==> src/rtl/tile_fb_writer.sv <==
// Renders the 240x264 tile maze into the back framebuffer, one pixel per clock, column-major.
// A toggle of swap_in starts a fresh frame. A swap during an unfinished scan aborts that scan and raises overrun.
module tile_fb_writer #(
    parameter int          FB_W       = 240,
    parameter int          FB_H       = 264,
    parameter logic [15:0] BLANK_ADDR = 16'hFFFF
) (
    input  logic        clk,
    input  logic        rst,
    input  logic        swap_in,
    output logic [9:0]  map_addr,
    input  logic [5:0]  map_data,
    output logic [11:0] rom_addr,
    input  logic [7:0]  rom_data,
    output logic [15:0] addrWrite,
    output logic [7:0]  dataWrite,
    output logic        wr_valid,
    output logic        frame_done,
    output logic        overrun,
    output logic [1:0]  fsm_state
);
    localparam int          TILE_COLS = FB_W / 8;
    localparam logic [15:0] LAST_ADDR = 16'(FB_W * FB_H - 1);

    typedef enum logic [1:0] {IDLE = 2'd0, SCAN = 2'd1, DRAIN = 2'd2} state_t;
    state_t state, state_nx;

    // Handshake: none. There are no stalls.
    // A pixel is committed on every clock where wr_valid=1.
    // When wr_valid=0 the write port is parked at BLANK_ADDR with data 0.
    logic        swap_q, swap_evt, issue, flush;
    logic [7:0]  x, cur_x;
    logic [8:0]  y, cur_y;
    logic [15:0] addr, cur_addr;

    logic        s1_v, s1_last, s2_v, s2_last, s3_v, s3_last;
    logic [2:0]  s1_x3, s1_y3;
    logic [15:0] s1_addr, s2_addr, s3_addr;

    assign swap_evt  = swap_in ^ swap_q;
    assign flush     = swap_evt && (state != IDLE);
    assign issue     = !rst && (swap_evt || state == SCAN);
    assign fsm_state = state;

    // A swap issues pixel 0 in the same cycle, so the restart costs no extra clock.
    always_comb begin
        cur_x    = swap_evt ? 8'd0  : x;
        cur_y    = swap_evt ? 9'd0  : y;
        cur_addr = swap_evt ? 16'd0 : addr;
        map_addr = issue ? 10'(cur_y[8:3] * TILE_COLS + cur_x[7:3]) : 10'd0;
    end

    always_comb begin
        state_nx = state;
        case (state)
            IDLE:    if (swap_evt) state_nx = SCAN;
            SCAN:    if (swap_evt) state_nx = SCAN;
                     else if (cur_addr == LAST_ADDR) state_nx = DRAIN;
            DRAIN:   if (swap_evt) state_nx = SCAN;
                     else if (s3_v && s3_last) state_nx = IDLE;
            default: state_nx = IDLE;
        endcase
    end

    always_ff @(posedge clk) begin
        if (rst) begin
            state <= IDLE;
            swap_q <= 1'b0;
            x <= 8'd0;
            y <= 9'd0;
            addr <= 16'd0;
        end else begin
            state <= state_nx;
            swap_q <= swap_in;
            if (issue) begin
                if (cur_addr == LAST_ADDR) begin
                    x <= 8'd0;
                    y <= 9'd0;
                    addr <= 16'd0;
                end else begin
                    addr <= cur_addr + 16'd1;
                    if (cur_y == 9'(FB_H - 1)) begin
                        y <= 9'd0;
                        x <= cur_x + 8'd1;
                    end else begin
                        y <= cur_y + 9'd1;
                        x <= cur_x;
                    end
                end
            end
        end
    end

    // Stages: s1 waits on map_data, s2 drives rom_addr, s3 lines up with rom_data.
    always_ff @(posedge clk) begin
        if (rst) begin
            s1_v <= 1'b0;
            s1_last <= 1'b0;
            s1_x3 <= 3'd0;
            s1_y3 <= 3'd0;
            s1_addr <= 16'd0;
            s2_v <= 1'b0;
            s2_last <= 1'b0;
            s2_addr <= 16'd0;
            rom_addr <= 12'd0;
            s3_v <= 1'b0;
            s3_last <= 1'b0;
            s3_addr <= 16'd0;
            wr_valid <= 1'b0;
            addrWrite <= BLANK_ADDR;
            dataWrite <= 8'd0;
            frame_done <= 1'b0;
            overrun <= 1'b0;
        end else begin
            s1_v <= issue;
            s1_last <= (cur_addr == LAST_ADDR);
            s1_x3 <= cur_x[2:0];
            s1_y3 <= cur_y[2:0];
            s1_addr <= cur_addr;

            s2_v <= s1_v && !flush;
            s2_last <= s1_last;
            s2_addr <= s1_addr;
            if (s1_v) rom_addr <= {map_data, s1_y3, s1_x3};

            s3_v <= s2_v && !flush;
            s3_last <= s2_last;
            s3_addr <= s2_addr;

            wr_valid <= s3_v && !flush;
            addrWrite <= (s3_v && !flush) ? s3_addr : BLANK_ADDR;
            dataWrite <= (s3_v && !flush) ? rom_data : 8'd0;
            frame_done <= s3_v && s3_last && !flush;
            overrun <= flush;
        end
    end
endmodule
==> config.mk <==
export PLATFORM = sky130hd
export DESIGN_NAME = tile_fb_writer
export DESIGN_NICKNAME = d
export VERILOG_FILES = /design/src/rtl/tile_fb_writer.sv
export SDC_FILE = /design/constraint.sdc
export NUM_CORES = 1
export LEC_CHECK = 0
export ABC_AREA = 1
export CORE_UTILIZATION = 30
export CTS_CLUSTER_DIAMETER = 150
export CTS_CLUSTER_SIZE = 40
export DETAILED_ROUTE_END_ITERATION = 16
export GPL_ROUTABILITY_DRIVEN = 0
export MAX_ROUTING_LAYER = met4
export PLACE_DENSITY = 0.54
export SYNTH_ARGS = -nofsm -noshare
export SYNTH_HDL_FRONTEND = slang
export SYNTH_SLANG_ARGS = --single-unit
export TNS_END_PERCENT = 100
==> constraint.sdc <==
create_clock -name clk -period 6.9 [get_ports clk]
set_clock_uncertainty 0.2 [all_clocks]
set_input_delay 1.38 -clock clk [delete_from_list [all_inputs] [get_ports clk]]
set_output_delay 1.38 -clock clk [all_outputs]
set_load 0.02 [all_outputs]
Word-level counts from Yosys, hierarchy flattened
Cells that the tools add are included.
{"block": "totals", "word_cells": 65, "in_bits": 17, "output_inout_bits": 51, "ff_bits": 135}
{"block": "classes", "add_sub_neg": 4, "mul": 1, "reduce_logical": 14, "n_mux": 15, "eq_ne": 7, "n_bitwise": 2}
{"op": "16-bit 2-to-1 mux", "count": 2}
{"op": "9-bit 2-to-1 mux", "count": 3}
{"op": "8-bit 2-to-1 mux", "count": 3}
{"op": "16-bit by 1-bit adder with 16-bit output (second input constant)", "count": 1}
{"op": "16-bit == test (second input constant)", "count": 1}
{"op": "10-bit by 5-bit adder with 10-bit output", "count": 1}
{"op": "10-bit 2-to-1 mux", "count": 1}
{"op": "2-bit 2-to-1 mux", "count": 5}
{"op": "9-bit by 1-bit adder with 9-bit output (second input constant)", "count": 1}
{"op": "9-bit == test (second input constant)", "count": 1}
{"op": "6-bit by 4-bit multiplier with 9-bit output (second input constant)", "count": 1}
{"op": "8-bit by 1-bit adder with 8-bit output (second input constant)", "count": 1}
{"op": "1-bit logical AND", "count": 7}
{"op": "2-bit one-hot mux with 3 select lines", "count": 1}
{"op": "3-bit by 2-bit inequality test with 1-bit output (second input constant)", "count": 1}
{"op": "3-bit inequality test (second input constant)", "count": 1}
{"op": "3-bit AND reduction", "count": 1}
{"op": "2-bit by 1-bit == test with 1-bit output (second input constant)", "count": 1}
{"op": "2-bit == test (second input constant)", "count": 1}
{"op": "1-bit logical NOT", "count": 2}
{"op": "2-bit logical NOT", "count": 1}
{"op": "2-bit inequality test (second input constant)", "count": 1}
{"op": "2-bit nonzero test", "count": 1}
{"op": "2-bit OR reduction", "count": 1}
{"op": "3 further kinds", "count": 3}

Depth between registers and ports, before layout
{"block": "logic_depth", "depth_word": 6, "depth_mapped": 24, "mapped_depth_nobuf": 22}

Worst setup path before layout
Ideal clock, no wire load.
{"block": "synth_path", "kind": "input-to-output", "start": "in swap_in", "end": "out map_addr[7]", "setup_slack_ps": 562, "t_required_ps": 5320, "path_buffers": 3, "cell_stages": 20, "t_arrival_ps": 4758, "cell_sequence": "inv_2 -> nand2_1 -> nand2_2 -> buf_6 -> buf_6 -> buf_2 -> o21ai_0 -> nor2_1 -> ha_1 -> inv_1 -> fa_1 -> fa_1 -> inv_1 -> ha_1 -> a21oi_1 -> nand2_1 -> nand2_1 -> nor2_1 -> and2_1 -> nor3_1"}
{"block": "synth_between", "elab_chain_len": 5, "word_cells_on_any_way": 8, "cone_classes": "add/sub (1); mul (1); mux (3); bitwise (1); reduce/logical (2)"}
{"item": "from (decl)", "line": "10", "source": "input logic swap_in,"}
{"item": "1-bit bitwise XOR *", "line": "40", "source": "assign swap_evt = swap_in ^ swap_q;"}
{"item": "9-bit 2-to-1 mux", "line": "48", "source": "cur_y = swap_evt ? 9'd0 : y;"}
{"item": "6-bit by 4-bit multiplier with 9-bit output", "line": "50", "source": "map_addr = issue ? 10'(cur_y[8:3] * TILE_COLS + cur_x[7:3]) : 10'd0;"}
{"item": "10-bit by 5-bit adder with 10-bit output", "line": "50"}
{"item": "10-bit 2-to-1 mux *", "line": "50"}
{"item": "to (decl)", "line": "11", "source": "output logic [9:0] map_addr,"}
Every way passes the cells marked *; elsewhere a longest branch is shown, timed or not.

Final worst setup path
{"block": "layout_path", "start": "in swap_in", "end": "out map_addr[5]"}
The elaborated chain is that of the path after synthesis.

==> run metrics <==
initial antenna violation count 0; MaxCap Viol Count 0; Vias/cell 4.21; Pint 1410 µW; grt total ovfl 0; main combinational cell family by area after synthesis simple AND/OR/NAND/NOR gates; CTS Buffer Depth 2; Arr. time, crit path 5.09 ns; Post-synth EDFFs 0; Detail Placement HPWL 9.13 mm; Lkg Pwr 0.00337 µW; Mapped Cells 817; Die X 144 µm; Final nets 944; Clock power frac 50.8%; Synth Area in Simple Gates 29.2%; ys async rst share 0%; Synth Area in XOR/XNOR 2.16%; Sink Count 135; vias in the first global route 4406; net count after synthesis 862; router iterations before antenna repair 5; utilization of the core after routing 39.2%; routed vias 4960; Top cell by count, worst path nand2_1; Yosys warnings 0; maximum clock frequency 150 MHz; Psw 436 µW; clk slew on worst S/H paths 0.06 ns; Primary FF master, synth dfxtp_1; share of layout cells above drive strength 1 12.1%; Root Buffer clkbuf_16; hold path start s2_addr[9]; Crit Path Class in2out; Initial Util 30.9%; Commonest cells post-synth 152 x nor2_1, 136 x nand2_1, 135 x dfxtp_1, 132 x inv_1, 42 x a21oi_1; I/O Buffers 67; Worst slew margin 35.1%; floorplan core area 19700 µm²; synthesized flop and latch total 135; sequential share of the synthesized area 44.5%; WHS Endpoint s3_addr[9]; final hold violation count 0; Tightest Pin Transition 0.974 ns; Post-CTS Hold Fix Bufs 0; worst reg2reg setup slack 3.94 ns; Setup violations, final 0; dominant cell type by area after synthesis dfxtp_1; drt wl/cell 10.9 µm; hold path depth 2; first-pass GRT wire length 21.3 mm; WL final 12.9 mm; Min-Delay Path Class reg2reg; top cells by area, synth dfxtp_1 45%, nor2_1 9.4%, nand2_1 8.4%, inv_1 8.2%, ha_1 4.3%; period utilization 96.6%; H-tree Lvls 4; Ports 68; Post-Synthesis Cell Area 6070 µm²; Final Max Tran Viols 0; min Tclk post-route 6.67 ns; worst reg2reg startpoint swap_q; CP top delay family adder cells; Synth cell types 36; CP max stage delay 0.63 ns; post-synthesis mux area share 0%; RR Endpoint x[4]; Post CTS Setup Buffer Count 0; CTS Buf Count 17; die area 20800 µm²; Clock Latency Late Sink 0.41 ns; Die H 144 µm; CP max-delay cell clkdlybuf4s50_1; Synth Area in Adders 6.64%; critical path depth 17; FP Rows 51; status completed; top cell type's share of synthesized area 44.5%; R2R depth 18; First DRT Iteration DRCs 299; most numerous cell in the Yosys netlist nor2_1; Worst VDD drop 172 µV; Post-DRT Antenna Nets 0; GR Util All Layers 13.4%; Synth Area in Compound Gates 6.54%; CP Cell Sequence clkdlybuf4s50_1 -> nand2_1 -> nand2_2 -> nand2_1 -> nor2_2 -> nor2_1 -> ha_1 -> inv_1 -> fa_1 -> fa_1 -> inv_1 -> ha_1 -> nand3_1 -> nand2_1 -> o21ai_0 -> a21oi_1 -> clkdlybuf4s50_1; Sw Ratio 23.6%; DRC 0; setup TNS 0 ns; sequential share of power 43.2%; diode count 0; Crit. End Element output pin; TritonCTS clock tree done; P&R area growth vs syn 27.0%; Worst Path Required 5.32 ns; combinational power share 6.0%; worst-path fanout max 5; Syn Area/Cell 7.43 µm²; Power Dens Cells 240 nW/µm²; Startpoint Class input pin; largest net degree at the start of global routing 96; unrepaired setup endpoints after global routing no; Worst Path Buf+Inv 4
power by group through the flow:
stage                     clock network, µW  logic [µW]  registers, µW
after detailed placement                  0         113            817
after global placement                    0         113            817
after CTS                               961         113            800
final                                   939         111            800
after floorplan                           0        57.3            827
after global routing                    999         122            801
state kept, by name, indices dropped and copies added (netlist names), 8 cells and up:
name / cells
s3_addr: 16
dataWrite: 8
x: 8
s2_addr: 16
addr: 16
y: 9
s1_addr: 16
addrWrite: 16
rom_addr: 12
worst register-to-register path: stages, from the launching register on:
cell and delay [ns]:
dfxtp_1 0.32, inv_1 0.07, nand2_1 0.06, nand2_2 0.10, buf_4 0.12, buf_4 0.25
nand2_1 0.16, inv_1 0.08, ha_1 0.18, nand2_1 0.05, nand3b_1 0.31, nor2_1 0.16
nand3_1 0.19, nand2_2 0.14, inv_2 0.18, nand2_1 0.11, nand2_1 0.05, nand2_1 0.06
nor2_1 0.05
cell families after synthesis:
group,Yosys count
AO/OA/AOI/OAI,76
XOR/XNOR,15
adder cells (fa/ha/maj),28
buffers and inverters,164
flip-flops,135
AND/OR/NAND/NOR,399
metrics by stage:
stage	total power, µW	cells	setup slack, ns	cell area [µm²]	hold WS (ns)
after floorplan	884	817	0.562	6070	0.188
after global routing	1920	1177	0.00643	7710	0.217
after detailed placement	930	1145	-0.0600	7090	0.192
after global placement	930	1145	-0.00813	7090	0.190
after CTS	1870	1177	0.0269	7700	0.196
final	1850	1177	0.232	7710	0.192
cell usage in the layout, fill, tap and decap left out, types with 4 or more instances in the layout:
| cell | count |
|---|---|
| clkbuf_16 | 17 |
| o21ai_1 | 4 |
| buf_4 | 23 |
| xnor2_1 | 7 |
| nor2_2 | 11 |
| inv_2 | 4 |
| nor3_1 | 7 |
| nand4_1 | 17 |
| nand2_1 | 136 |
| ha_1 | 21 |
| xor2_1 | 8 |
| nor2_4 | 6 |
| nor2_1 | 151 |
| a21oi_1 | 42 |
| clkdlybuf4s50_1 | 62 |
| fa_1 | 7 |
| or2_2 | 18 |
| o21ai_0 | 24 |
| nand2_2 | 10 |
| dfxtp_1 | 135 |
| inv_1 | 132 |
| nand3_1 | 36 |
| inv_6 | 4 |
final cells by class:
class	instances	area, µm²
flip-flops and latches	135	2700
multi-input cells	518	2710
repair buffers	90	835
well taps	265	332
clock buffers	18	429
clock inverters	14	188
inverters	137	514
fillers	2091	11900
timing repair:
| action | 4_1_cts | 5_1_grt |
|---|---|---|
| gates cloned | 0 | 0 |
| pin swaps | 0 | 0 |
| endpoints found under the setup margin | 3 | 4 |
| resized for setup | 3 | 5 |
per-layer routing:
layer | vias to the layer above | part of all wire [%] | wire length, µm | global-route usage, %
li1 | 2669 | - | - | -
met1 | 2175 | 49 | 6320 | 17.0
met2 | 102 | 45 | 5770 | 21.0
met3 | 14 | 4.8 | 623 | 2.88
met4 | 0 | 1.3 | 164 | 5.15
met5 | - | 0 | 0 | -
worst max path at each step:
stage	from	to	slack [ns]
after floorplan	swap_in	map_addr[7]	0.56
after global placement	swap_in	map_addr[9]	-0.008
after detailed placement	swap_in	map_addr[9]	-0.06
after CTS	swap_in	map_addr[6]	0.03
after global routing	swap_in	map_addr[5]	0.006
final	swap_in	map_addr[5]	0.23
Note: power is estimated with default switching activity, not from simulation.
